### src/rtl/first_one_scanner.sv
// first_one_scanner: accepts a vector over valid/ready, then walks every set
// bit as a one-hot beat plus binary index, LSB-first or MSB-first.
// Optional: define FIRST_ONE_SCANNER_COUNT_EN to add output_count, the number
// of set bits still pending including the current beat.
module first_one_scanner #(
  parameter int unsigned WIDTH = 8,
  parameter bit MSB_FIRST = 1'b0,
  localparam int unsigned INDEX_WIDTH = $clog2(WIDTH)
) (
  input  logic                   clock,
  input  logic                   resetn,
  input  logic [WIDTH-1:0]       input_data,
  input  logic                   input_valid,
  output logic                   input_ready,
  output logic [WIDTH-1:0]       output_onehot,
  output logic [INDEX_WIDTH-1:0] output_index,
  output logic                   output_last,
  output logic                   output_valid,
`ifdef FIRST_ONE_SCANNER_COUNT_EN
  output logic [$clog2(WIDTH+1)-1:0] output_count,
`endif
  input  logic                   output_ready
);

  localparam logic STATE_IDLE = 1'b0;
  localparam logic STATE_SCAN = 1'b1;

  logic                   state;
  logic                   state_next;
  logic [WIDTH-1:0]       pending;
  logic [WIDTH-1:0]       first_onehot;
  logic [INDEX_WIDTH-1:0] first_index;
  logic [WIDTH-1:0]       remaining;
  logic                   found;
  logic                   scan;
  logic                   last;
  logic                   load;
  logic                   handshake;

  assign scan      = (state == STATE_SCAN);
  assign remaining = pending & ~first_onehot;
  assign last      = (remaining == '0);
  assign load      = (state == STATE_IDLE) && input_valid && (input_data != '0);
  assign handshake = scan && output_ready;

  // Pick the first set bit of pending in the configured scan order.
  always_comb begin
    first_onehot = '0;
    first_index  = '0;
    found        = 1'b0;
    if (MSB_FIRST) begin
      for (int i = int'(WIDTH) - 1; i >= 0; i--) begin
        if (!found && pending[i]) begin
          found           = 1'b1;
          first_onehot[i] = 1'b1;
          first_index     = INDEX_WIDTH'(i);
        end
      end
    end else begin
      for (int i = 0; i < int'(WIDTH); i++) begin
        if (!found && pending[i]) begin
          found           = 1'b1;
          first_onehot[i] = 1'b1;
          first_index     = INDEX_WIDTH'(i);
        end
      end
    end
  end

  // Outputs decode from registered state/pending; zero outside SCAN.
  always_comb begin
    input_ready   = (state == STATE_IDLE);
    output_valid  = scan;
    output_onehot = scan ? first_onehot : '0;
    output_index  = scan ? first_index : '0;
    output_last   = scan && last;
  end

  // Next-state: an all-zero vector is consumed without leaving IDLE.
  always_comb begin
    state_next = state;
    case (state)
      STATE_IDLE: if (load) state_next = STATE_SCAN;
      STATE_SCAN: if (handshake && last) state_next = STATE_IDLE;
      default:    state_next = STATE_IDLE;
    endcase
  end

  // State register.
  always_ff @(posedge clock or negedge resetn) begin
    if (!resetn) begin
      state <= STATE_IDLE;
    end else begin
      state <= state_next;
    end
  end

  // Pending bits: loaded on accept, current bit cleared on each beat handshake.
  always_ff @(posedge clock or negedge resetn) begin
    if (!resetn) begin
      pending <= '0;
    end else if (load) begin
      pending <= input_data;
    end else if (handshake) begin
      pending <= remaining;
    end
  end

`ifdef FIRST_ONE_SCANNER_COUNT_EN
  localparam int unsigned COUNT_WIDTH = $clog2(WIDTH + 1);

  logic [COUNT_WIDTH-1:0] count;
  logic [COUNT_WIDTH-1:0] popcount;

  // Population count of the incoming vector.
  always_comb begin
    popcount = '0;
    for (int i = 0; i < int'(WIDTH); i++) begin
      popcount = popcount + COUNT_WIDTH'(input_data[i]);
    end
  end

  // Remaining-beat counter: popcount at accept, minus one per handshake.
  always_ff @(posedge clock or negedge resetn) begin
    if (!resetn) begin
      count <= '0;
    end else if (load) begin
      count <= popcount;
    end else if (handshake) begin
      count <= count - COUNT_WIDTH'(1);
    end
  end

  assign output_count = scan ? count : '0;
`endif

endmodule

### config.mk
export PLATFORM = sky130hd
export DESIGN_NAME = first_one_scanner
export DESIGN_NICKNAME = d
export VERILOG_FILES = /design/src/rtl/first_one_scanner.sv
export SDC_FILE = /design/constraint.sdc
export NUM_CORES = 1
export LEC_CHECK = 0
export BUFFER_PORTS_ARGS = -buffer_cell sky130_fd_sc_hd__buf_4
export CORE_UTILIZATION = 50
export DETAILED_ROUTE_END_ITERATION = 8
export GPL_TIMING_DRIVEN = 1
export MAX_ROUTING_LAYER = met4
export PLACE_DENSITY = 0.9
export SETUP_SLACK_MARGIN = 0.05
export SLEW_MARGIN = 20
export SYNTH_ARGS = -nofsm -noshare
export SYNTH_HDL_FRONTEND = slang
export SYNTH_SLANG_ARGS = --single-unit
### constraint.sdc
create_clock -name clock -period 6.68 [get_ports clock]
set_clock_uncertainty 0.2 [all_clocks]
set_input_delay 1.67 -clock clock [delete_from_list [all_inputs] [get_ports clock]]
set_output_delay 1.67 -clock clock [all_outputs]
set_load 0.01 [all_outputs]
==> results.yml <==
synthesis:
  ys_seq_area_frac: 0.330
  synthArstFlopShare: 1.00
  synth_cell_type_count: 34
  yosys-top-cells-area: "dfrtp_1, a22o_1, nor4_1"
  synth_nets: 96
  netlist_instances: 84
  avgSynthCellArea_um2: 8.13
  ys_ff_latch: 9
  synth_area_um2: 683
  synth-edff-count: 0
  yosysTopAreaCell: "dfrtp_1"
  yosys_warnings: 0
  synth_flop_cell: "dfrtp_1"
  synth_top_cell_area_share: 0.330
hold_path:
  hold_path.class: "flip-flop to flip-flop"
  worstHoldPathCells: 1
  hp-start: "pending[4]"
worst_setup_path:
  endpoint_kind: "output port"
  r2r_setup_slack_ns: 4.74
  critical_path.startpoint: "pending[4]"
  crit_cells: 5
  cp_data_required_time_ns: 4.81
  worst-path-max-fanout: 7
  critical_path.cell_chain: "or4_4, nor3_4, nand2_1, a221oi_1, buf_4"
  crit_family: "simple AND/OR/NAND/NOR gates"
  setup.worst_path.class: "flip-flop to output port"
  cpPeakStageDelay_ns: 0.60
  r2r-start: "pending[4]"
  rr_worst_depth: 4
  crit_path_end: "output_index[0]"
  cp.arrival_ns: 2.05
  path_buf_inv: 1
  worst_path_max_delay_cell: "or4_4"
  start_kind: "flip-flop"
  rr_endpoint: "output_valid"
floorplanning:
  core_mm2: 0.00119
  die_height_um: 39.0
  start_util: 0.576
  die_area_mm2: 0.00152
  ios: 26
  die_x_um: 39.0
  rows: 12
clock_tree:
  cts-resized-gates: 0
  cts_buffers: 3
  cts_hold_buf: 0
  htree_levels: 1
  clk_pin_slew_ns: 0.06
  postCtsSetupBuffers: 0
  cts_max_path_buffers: 2
  clockRootBuffer: "clkbuf_4"
  cts_tree: "built"
  clk-insertion-delay-late_ns: 0.26
  cts_sinks: 9
detailed_routing:
  initialDrtViolationCount: 12
  postRouteAntennaNets: 0
  viasPerCell: 5.84
  drt-total-wl_mm: 1.73
  wire_per_inst_um: 14.4
  firstDrtPassIters: 4
  vias: 701
  drc: 0
placement:
  placed_cells: 116
  place.gp.congestion: 0.863
  dp.final_hpwl_mm: 1.29
  place_area_um2: 853
  io_buffers: 25
grt:
  grt_pass1_wl_mm: 2.75
  antenna_found_initial: 0
  grt_max_degree: 19
  grt-ovfl-total: 0
  grtUsageTotal: 0.274
  grt_pass1_vias: 608
power:
  p_per_area_mw_per_mm2: 513
  leakage_nw: 0.409
  vdd_ir_drop_max_mv: 0.257
outcome:
  status: "finished, final reports clean"
sta:
  tightestPinTransition_ns: 0.729
  relSlewSlack: 0.514
  slew_violations: 0
  holdWs_ns: 0.453
  fin_setup_tns_ns: 0
  period_share: 0.586
  rsz0062_at_grt: "false"
  setup_viol: 0
  finalCriticalPeriod_ns: 3.92
  fmax_mhz: 255
  hold_violations: 0
final_layout:
  final_cells: 120
  antenna_cells: 0
  area_growth_syn_to_layout_pct: 28.8
  final_layout_size_suffix_gt1_frac: 0.311
  fin_area_um2: 880
  final_net_count: 119
job:
  maxCapViolCount: 0
-- Yosys cell counts, drive strengths merged, types with 2 or more instances --
master / count
buf: 5
a22o: 4
and2: 2
o21ai: 8
nand2: 8
or3: 2
nor3: 3
inv: 4
dfrtp: 9
nand2b: 3
a211oi: 2
clkbuf: 2
nor2: 6
mux2i: 3
a21oi: 4
nor4: 5
a31oi: 2
-- worst min path at each step --
stage	endpoint
after floorplan	pending[5]
after global placement	pending[5]
after detailed placement	pending[4]
after CTS	pending[4]
after global routing	pending[4]
final	pending[4]
-- cell usage in the layout, fill, tap and decap left out, types with 2 or more instances in the layout --
cell type | netlist | layout
buf_4 | 1 | 25
nor2_1 | 6 | 6
inv_2 | 2 | 2
nor4_1 | 5 | 5
dfrtp_1 | 9 | 9
a31oi_1 | 2 | 2
a22o_1 | 4 | 4
clkbuf_4 | 0 | 3
nor3_1 | 2 | 2
nand2b_1 | 3 | 3
o21ai_1 | 6 | 6
or3_1 | 2 | 2
o21ai_0 | 2 | 2
a21oi_1 | 3 | 3
mux2i_1 | 3 | 3
nand2_1 | 8 | 8
and2_1 | 2 | 2
inv_1 | 2 | 2
a211oi_1 | 2 | 2
-- metal layers --
metal  share of wire  GRT usage  up-vias
met5               0          -        -
met4          0.0023     0.0517        0
met3           0.044     0.0867        2
met2            0.46      0.400       22
met1            0.50      0.374      324
li1                -          -      353
-- per-stage QoR --
step           utilization  power (mW)  setup slack [ns]
6_report             0.742       0.451              2.76
5_1_grt              0.742       0.489              2.61
4_1_cts              0.742       0.448              2.77
3_5_place_dp         0.719       0.405              3.05
3_3_place_gp         0.719       0.395              3.10
2_1_floorplan            -       0.315              3.20
-- kinds of logic (layout without fill, tap and decap cells) --
kind of cell / count (synthesis) / in the layout / synth area share
fa+ha+maj: 1 / 1 / 0.0147
flops: 9 / 9 / 0.330
compound gates: 25 / 25 / 0.244
mux: 3 / 3 / 0.0440
simple gates: 35 / 35 / 0.295
buf+inv: 11 / 33 / 0.0733
-- final cells by class --
type	instances	area, µm²
Clock buffer	4	26.3
Inverter	4	15.0
Tap cell	14	17.5
Fill cell	97	307
Multi-Input combinational cell	64	408
Timing Repair Buffer	25	188
Sequential cell	9	225
-- state kept, by name (all words and copies together), names as in the netlist --
signal	flops
pending	8
output_valid	1
-- where the power goes --
part | switching (mW) | internal [mW]
sequential | 0.0672 | 0.0802
combinational | 0.128 | 0.132
clock | 0.0198 | 0.0231
total | 0.215 | 0.236
-- worst reg2reg max path: cells and delay by family (launching register included) --
kind / cells / cell delay [ns]
AND/OR/NAND/NOR: 3 / 1.09
flip-flops: 1 / 0.45
AO/OA/AOI/OAI: 1 / 0.08
(Power assumes the default switching activity.)
